[src/rtl/dec2bin_seq.sv]
// dec2bin_seq: iterative 2-of-5 address-word to binary converter.
// Folds one decimal digit per clock (acc = acc*10 + d) behind valid/ready
// handshakes and reports invalid digit codes and arithmetic overflow.
// Optional feature: define DEC2BIN_ERRCNT_EN to add the o_errcnt port, a
// saturating count of completed transfers that carried o_err=1.
module dec2bin_seq #(
    parameter int NDIG  = 2,
    parameter int PBITS = 2,
    parameter int OW    = 9,
    localparam int IW   = PBITS + 5 * NDIG
) (
    input  logic          i_clk,
    input  logic          i_reset,
    input  logic          i_valid,
    output logic          o_ready,
    input  logic [IW-1:0] i_in,
    output logic          o_valid,
    input  logic          i_ready,
    output logic [OW-1:0] o_out,
    output logic          o_err,
`ifdef DEC2BIN_ERRCNT_EN
    output logic          o_ovf,
    output logic [7:0]    o_errcnt
`else
    output logic          o_ovf
`endif
);

    localparam int AW = OW + 4;
    localparam int SW = 5 * NDIG;
    localparam int CW = $clog2(NDIG + 1);

    typedef enum logic [1:0] {
        IDLE,
        RUN,
        DONE
    } state_t;

    state_t state, state_nxt;

    logic [SW-1:0]          sreg;
    logic [OW-1:0]          acc;
    logic [CW-1:0]          cnt;
    logic                   err;
    logic                   ovf;

    logic                   accept;
    logic                   step;
    logic                   xfer;

    logic [4:0]             code;
    logic [3:0]             dig;
    logic                   bad;
    logic [AW-1:0]          acc_w;
    logic [AW-1:0]          nxt;
    logic [PBITS+OW-1:0]    pre_ext;
    logic                   pre_ovf;

    // State register
    always_ff @(posedge i_clk) begin
        if (i_reset) state <= IDLE;
        else         state <= state_nxt;
    end

    // Next-state and handshake outputs
    always_comb begin
        state_nxt = state;
        o_ready   = 1'b0;
        o_valid   = 1'b0;
        accept    = 1'b0;
        step      = 1'b0;
        xfer      = 1'b0;
        case (state)
            IDLE: begin
                o_ready = 1'b1;
                if (i_valid) begin
                    accept    = 1'b1;
                    state_nxt = RUN;
                end
            end
            RUN: begin
                step = 1'b1;
                if (cnt == CW'(1)) state_nxt = DONE;
            end
            DONE: begin
                o_valid = 1'b1;
                if (i_ready) begin
                    xfer      = 1'b1;
                    state_nxt = IDLE;
                end
            end
            default: state_nxt = IDLE;
        endcase
    end

    // Decode the top digit field and form acc*10 + d with shifts
    always_comb begin
        code = sreg[SW-1 -: 5];
        bad  = 1'b0;
        dig  = 4'd0;
        case (code)
            5'b00011: dig = 4'd0;  // de
            5'b10010: dig = 4'd1;  // ad
            5'b10001: dig = 4'd2;  // ae
            5'b01001: dig = 4'd3;  // be
            5'b11000: dig = 4'd4;  // ab
            5'b10100: dig = 4'd5;  // ac
            5'b01100: dig = 4'd6;  // bc
            5'b01010: dig = 4'd7;  // bd
            5'b00110: dig = 4'd8;  // cd
            5'b00101: dig = 4'd9;  // ce
            default:  bad = 1'b1;
        endcase
        acc_w   = {4'b0000, acc};
        nxt     = (acc_w << 3) + (acc_w << 1) + AW'(dig);
        pre_ext = {{OW{1'b0}}, i_in[IW-1 -: PBITS]};
        pre_ovf = |(pre_ext >> OW);
    end

    // Datapath: load on accept, fold one digit per RUN cycle.
    // The accumulator keeps only OW bits; any carry out is recorded as sticky ovf,
    // so the result is the true value modulo 2**OW.
    always_ff @(posedge i_clk) begin
        if (i_reset) begin
            sreg <= '0;
            acc  <= '0;
            cnt  <= '0;
            err  <= 1'b0;
            ovf  <= 1'b0;
        end else if (accept) begin
            sreg <= i_in[SW-1:0];
            acc  <= pre_ext[OW-1:0];
            cnt  <= CW'(NDIG);
            err  <= 1'b0;
            ovf  <= pre_ovf;
        end else if (step) begin
            sreg <= sreg << 5;
            acc  <= nxt[OW-1:0];
            cnt  <= cnt - CW'(1);
            err  <= err | bad;
            ovf  <= ovf | (|nxt[AW-1:OW]);
        end
    end

    assign o_out = acc;
    assign o_err = err;
    assign o_ovf = ovf;

`ifdef DEC2BIN_ERRCNT_EN
    // Saturating count of erroneous results handed to the consumer
    always_ff @(posedge i_clk) begin
        if (i_reset)                                 o_errcnt <= '0;
        else if (xfer && err && (o_errcnt != 8'hFF)) o_errcnt <= o_errcnt + 8'd1;
    end
`endif

endmodule
[config.mk]
export PLATFORM = sky130hd
export DESIGN_NAME = dec2bin_seq
export DESIGN_NICKNAME = d
export VERILOG_FILES = /design/src/rtl/dec2bin_seq.sv
export SDC_FILE = /design/constraint.sdc
export NUM_CORES = 1
export LEC_CHECK = 0
export ABC_AREA = 1
export CAP_MARGIN = 40
export CORE_AREA = 2 2 71 73
export CTS_CLUSTER_DIAMETER = 30
export DETAILED_ROUTE_END_ITERATION = 12
export DIE_AREA = 0 0 73 75
export GPL_TIMING_DRIVEN = 0
export PLACE_DENSITY = 0.71
export SLEW_MARGIN = 25
export SYNTH_ARGS = -nofsm -noshare
export SYNTH_HDL_FRONTEND = slang
export SYNTH_SLANG_ARGS = --single-unit
[constraint.sdc]
create_clock -name i_clk -period 5.84 [get_ports i_clk]
set_clock_uncertainty 0.1 [all_clocks]
set_input_delay 1.46 -clock i_clk [delete_from_list [all_inputs] [get_ports i_clk]]
set_output_delay 1.46 -clock i_clk [all_outputs]
set_load 0.01 [all_outputs]
==> results of run 1 <==
[area by class of cell]
type	instances	share of cell area
Timing Repair Buffer	27	0.122
Tap cell	54	0.0305
Clock buffer	4	0.0204
Sequential cell	25	0.226
Buffer	6	0.0209
Multi-Input combinational cell	194	0.508
Inverter	42	0.0724
[sequential cells by signal (all words and copies together), names as in the netlist]
signal,cells
state,2
o_out,9
cnt,2
o_ovf,1
sreg,10
o_err,1
[cell families after synthesis]
group	share of synthesized area
adder cells (fa/ha/maj)	0.145
AO/OA/AOI/OAI	0.120
buffers and inverters	0.113
XOR/XNOR	0.0287
flip-flops	0.273
AND/OR/NAND/NOR	0.321
[worst min-delay path: stages, from the launching register on]
cell and delay (ps):
dfxtp_1 320, inv_1 50, a21oi_1 50
[synth_stat cells (all sizes together) (2+ instances only)]
| cell | count | share of area |
|---|---|---|
| a21oi | 17 | 0.051 |
| a31oi | 7 | 0.024 |
| buf | 4 | 0.021 |
| clkbuf | 2 | 0.0041 |
| dfxtp | 25 | 0.27 |
| fa | 2 | 0.022 |
| ha | 18 | 0.12 |
| inv | 41 | 0.085 |
| nand2 | 81 | 0.17 |
| nand3 | 14 | 0.044 |
| nand4 | 3 | 0.014 |
| nor2 | 27 | 0.074 |
| nor3 | 4 | 0.011 |
| o21ai | 9 | 0.027 |
| or2 | 2 | 0.0068 |
| xnor2 | 3 | 0.014 |
| xor2 | 3 | 0.014 |
[power by group through the flow]
| stage | Clock [mW] | Sequential, mW | Combinational [mW] |
|---|---|---|---|
| 5_1_grt | 0.117 | 0.195 | 0.125 |
| 3_5_place_dp | 0 | 0.197 | 0.112 |
| 3_3_place_gp | 0 | 0.197 | 0.109 |
| 2_1_floorplan | 0 | 0.197 | 0.0732 |
| 6_report | 0.103 | 0.193 | 0.110 |
| 4_1_cts | 0.108 | 0.193 | 0.112 |
[worst max path at each step]
stage                   end      from  cells past startpoint
floorplan             o_ovf   sreg[8]                     17
global placement      o_ovf   sreg[8]                     17
detailed placement    o_ovf   sreg[8]                     17
CTS                 o_valid  state[1]                      3
global route          o_ovf   sreg[8]                     17
finish              o_valid  state[1]                      3
[layer usage]
layer / vias up / routed length (µm)
met1: 747 / 1790
met4: 0 / 50
li1: 915 / -
met2: 33 / 1830
met5: - / 0
met3: 7 / 118
[metrics by stage]
stage / utilization / hold WS [ps] / power [mW] / instance area [µm²] / cells
2_1_floorplan: - / 339 / 0.270 / 1830 / 267
3_3_place_gp: 0.465 / 343 / 0.306 / 2170 / 348
3_5_place_dp: 0.465 / 351 / 0.308 / 2170 / 348
4_1_cts: 0.475 / 366 / 0.412 / 2210 / 352
5_1_grt: 0.475 / 393 / 0.437 / 2210 / 352
6_report: 0.475 / 361 / 0.406 / 2210 / 352
==> results by group, run 1 <==
Worst setup path
  – Worst endpoint required time: 4280 ps
  – Reg-to-Reg End: o_ovf
  – CP Cell Sequence: inv_1 -> nor2_1 -> clkdlybuf4s50_1
  – CP startpoint kind: flip-flop
  – Max FO, Critical Path: 3
  – Reg-to-reg startpoint: sreg[8]
  – Slowest cell on crit path: clkdlybuf4s50_1
  – Crit. End Element: output pin
  – Critical Path AT: 1480 ps
  – Reg2Reg Depth: 17
  – Delay-heaviest family, CP: buffers and inverters
  – CP Buf/Inv Count: 2
  – Critical path type: reg2out
  – Worst path max stage delay: 550 ps
  – FF-to-FF setup slack: 2930 ps

Clocking
  – CTS tree: yes
  – Clk sink count: 25
  – Clock-pin slew on the worst setup and hold paths: 90 ps
  – CTS buffer count: 3
  – Hold Buf Count CTS: 0
  – Clock Tree Buf Depth: 2
  – CTS H-tree depth: 1
  – Clk root buf: clkbuf_8
  – Resize count post-CTS: 0
  – Clock latency on the worst-skew pair: 270 ps
  – Postcts setup bufs: 0

Floorplan
  – I/O pins: 29
  – Row Count: 25
  – Die Span Y: 75 µm
  – Core Region: between 4000 and 5000 µm²
  – Starting Density: 0.393
  – Die area: 5480 µm²
  – Die width: 73 µm

Cells and area
  – Area occupied by multi-input gates: 1120 µm²
  – Most frequent cells in the layout: 79 x nand2_1, 36 x inv_1, 27 x clkdlybuf4s50_1, 25 x dfxtp_1, 23 x nor2_1
  – Area Growth Syn to Fin: 20.9%
  – Fillers: 490
  – Final nets: between 300 and 400
  – Commonest non-fill, non-tap cell in the layout: nand2_1
  – Reg area: 500 µm²
  – Ant. Diodes: 0
  – Share of cells above drive strength 1: 0.0805

Global route
  – Grt met2 use: 0.288
  – GRT Residual Overflow: 0
  – Largest net degree at the start of global routing: 14
  – Total GRT Usage: 0.158
  – Initial antenna violation count: 0
  – Global-route met3 utilization: 0.0241
  – First-pass GRT wire length: roughly 6900 µm
  – Vias in the first global route: approximately 1.7k
  – GRT Max-Usage Layer: met2
  – M1 GR Usage: 0.193

Timing
  – Crit path time final: around 3000 ps
  – Slew HR: 0.691
  – Worst-margin pin slew: 464 ps
  – Setup TNS: 0 ps
  – Max Freq: 0.329 GHz
  – RSZ-0062 raised after global routing: no
  – Fin crit share: 0.521
  – Final hold violation count: 0
  – Final Max Slew Viols: 0
  – Setup violations, final: 0
  – Post-route worst setup slack: 2800 ps

Power and ir drop
  – Combinational power share: 0.271
  – Max IR drop VDD: 0.114 mV
  – Static Leak: 1.08 nW
  – Part of the power in registers: 0.475
  – Clock network power share: 0.254
  – NetSw: between 0.1 and 0.15 mW
  – Sw Ratio: 0.307
  – Internal power: between 0.2 and 0.3 mW
  – Power per cell area: approximately 180 nW/µm²

Place
  – Final Wtd Congestion: slightly above 0.9
  – Port Buf Inserts: 27
  – Post-Place Worst Slack: 2940 ps
  – DP Wirelength: approximately 3000 µm

Drt
  – Avg Vias per Cell: between 4 and 5
  – Drt pass-1 iters: 4
  – DR DRC count: 0
  – Routed Antenna Nets: 0
  – Via count: between 1.5k and 2k
  – Total Wirelength: 3790 µm
  – Avg WL per Cell: approximately 11 µm
  – Iteration-0 DRC count of the detailed router: 46

Synth
  – Post-synth EDFFs: 0
  – Main synth FF type: dfxtp_1
  – Ys async rst share: 0
  – Distinct cells, synth: 37
  – Synth Warn #: 0
  – Synth Instances: 267
  – Seq cells post-synth: 25
  – Sequential area share after synthesis: 0.273
  – Syn Nets: between 300 and 400
  – Synth Cell Area: 1830 µm²
  – Mean Syn Cell Area: around 6.9 µm²

Status
  – Status: finished clean

Worst hold path
  – Worst hold path depth: 2
  – HP Start: o_err
  – Worst Hold Class: reg2reg
  – Worst Hold Path EP: o_err

Run
  – Max-Cap Viols: 0
(Power assumes the default switching activity.)
==> run 2: changes to the inputs <==
- clock period: 5.84 -> 2.8 ns (I/O delays scaled with it)
==> results by group, run 2 (same netlist as run 1, synthesis figures left out) <==
Power and ir drop
  – Total power: 0.860 mW
  – Power per cell area: 372 nW/µm²
  – Static Leak: around 1.1 nW
  – Max IR drop VDD: 0.240 mV

Status
  – Status: finished clean

Worst setup path
  – Crit. End Element: flip-flop
  – Max FO, Critical Path: 5
  – Worst endpoint required time: 2870 ps
  – Critical Path AT: 2730 ps
  – Critical path type: reg2reg
  – CP startpoint kind: flip-flop

Clocking
  – CTS H-tree depth: 1
  – Clock-pin slew on the worst setup and hold paths: 90 ps
  – CTS tree: yes
  – Clk sink count: 25
  – Clock Tree Buf Depth: 2
  – Clock latency on the worst-skew pair: 270 ps
  – CTS buffer count: 3
  – Clk root buf: clkbuf_8
  – Hold Buf Count CTS: 0

Cells and area
  – Max reg flops: 10
  – Share of cells above drive strength 1: 0.166
  – Most frequent cells in the layout: 76 x nand2_1, 32 x inv_1, 27 x clkdlybuf4s50_1, 20 x dfxtp_1, 19 x nor2_1
  – Area Growth Syn to Fin: 26.2%
  – Fillers: ~500
  – Largest Register: sreg
  – Ant. Diodes: 0
  – Commonest non-fill, non-tap cell in the layout: nand2_1
  – Final nets: 339
  – Fin cells: 356

Timing
  – Final Max Slew Viols: 0
  – Worst-margin pin slew: 467 ps
  – Setup violations, final: 0
  – Crit path time final: 2670 ps
  – Fin crit share: 0.953
  – Final hold violation count: 0
  – Max Freq: between 0.3 and 0.4 GHz
  – Final hold slack: around 360 ps
  – Post-route worst setup slack: about 130 ps
  – Setup TNS: 0 ps
  – Slew HR: 0.689

Floorplan
  – Die Span Y: roughly 75 µm
  – I/O pins: 29
  – Core Region: 4660 µm²
  – Row Count: 25
  – Die width: 73 µm
  – Die area: 5480 µm²
  – Starting Density: 0.393

Global route
  – Total GRT Usage: 0.157
  – First-pass GRT wire length: 6890 µm
  – Initial antenna violation count: 0
  – GRT Residual Overflow: 0
  – Vias in the first global route: 1665
  – Largest net degree at the start of global routing: 14

Place
  – Final Wtd Congestion: between 0.9 and 1
  – DP Wirelength: between 3000 and 4000 µm
  – Port Buf Inserts: 27
  – Post-Place Worst Slack: -95.0 ps
  – Inst Count DP: 348

Drt
  – Total Wirelength: 3980 µm
  – Via count: about 1.8k
  – Avg WL per Cell: between 10 and 15 µm
  – Routed Antenna Nets: 0
  – Avg Vias per Cell: around 4.9
  – Iteration-0 DRC count of the detailed router: 50
  – DR DRC count: 0
  – Drt pass-1 iters: 4

Worst hold path
  – Worst Hold Class: reg2reg

Run
  – Max-Cap Viols: 0
[run 2: what timing repair did]
| item | CTS | global route |
|---|---|---|
| setup endpoints to repair | 1 | 2 |
| cloned | 0 | 0 |
| resized for setup | 10 | 17 |
| pin swaps | 1 | 6 |
| setup buffers | 0 | 4 |
[run 2: metrics by stage]
step                area, µm²   util
finish                   2310  0.496
CTS                      2230  0.479
floorplan                1830      -
global route             2310  0.496
global placement         2170  0.465
detailed placement       2170  0.465
[run 2: area by class of cell]
type,count,area [µm²],area share
repair buffers,31,300,0.130
clock buffers,4,45.0,0.0195
well taps,54,67.6,0.0292
plain buffers,6,46.3,0.0200
flip-flops and latches,25,517,0.224
multi-input cells,194,1170,0.508
inverters,42,160,0.0693
[run 2: routing by layer]
metal / global-route usage / vias up / wire length, µm
met4: 0.0432 / 0 / 50
met1: 0.191 / 784 / 1820
li1: - / 924 / -
met3: 0.0241 / 7 / 142
met2: 0.288 / 38 / 1970
met5: 0 / - / 0
[run 2: report_power, final]
group	leakage [nW]	total [mW]	switching, mW	internal, mW
registers	0.208	0.404	0.0246	0.379
clock network	0.0228	0.217	0.115	0.102
logic	0.889	0.240	0.129	0.111
total	1.12	0.860	0.269	0.591
[run 2: path summary, 6_finish.rpt]
kind	startpoint	to	slack, ps	cells after the start
worst max-delay path	sreg[7]	o_ovf	130	16
worst min-delay path	o_err	o_err	360	2
worst max register to register	sreg[7]	o_ovf	130	16
worst min register to register	o_err	o_err	360	2
[run 2: critical path, cell delays in order (launching register included)]
cell and delay (ps):
dfxtp_4 380, inv_2 40, nor2_2 160, o211ai_1 180
fa_1 550, inv_2 50, fa_2 380, nand3_2 90
nand3_2 80, nand2_2 80, nand2_1 50, nand2_1 70
nand3_2 60, nor2_1 110, nand2_1 60, nand2_1 70
a21oi_2 50
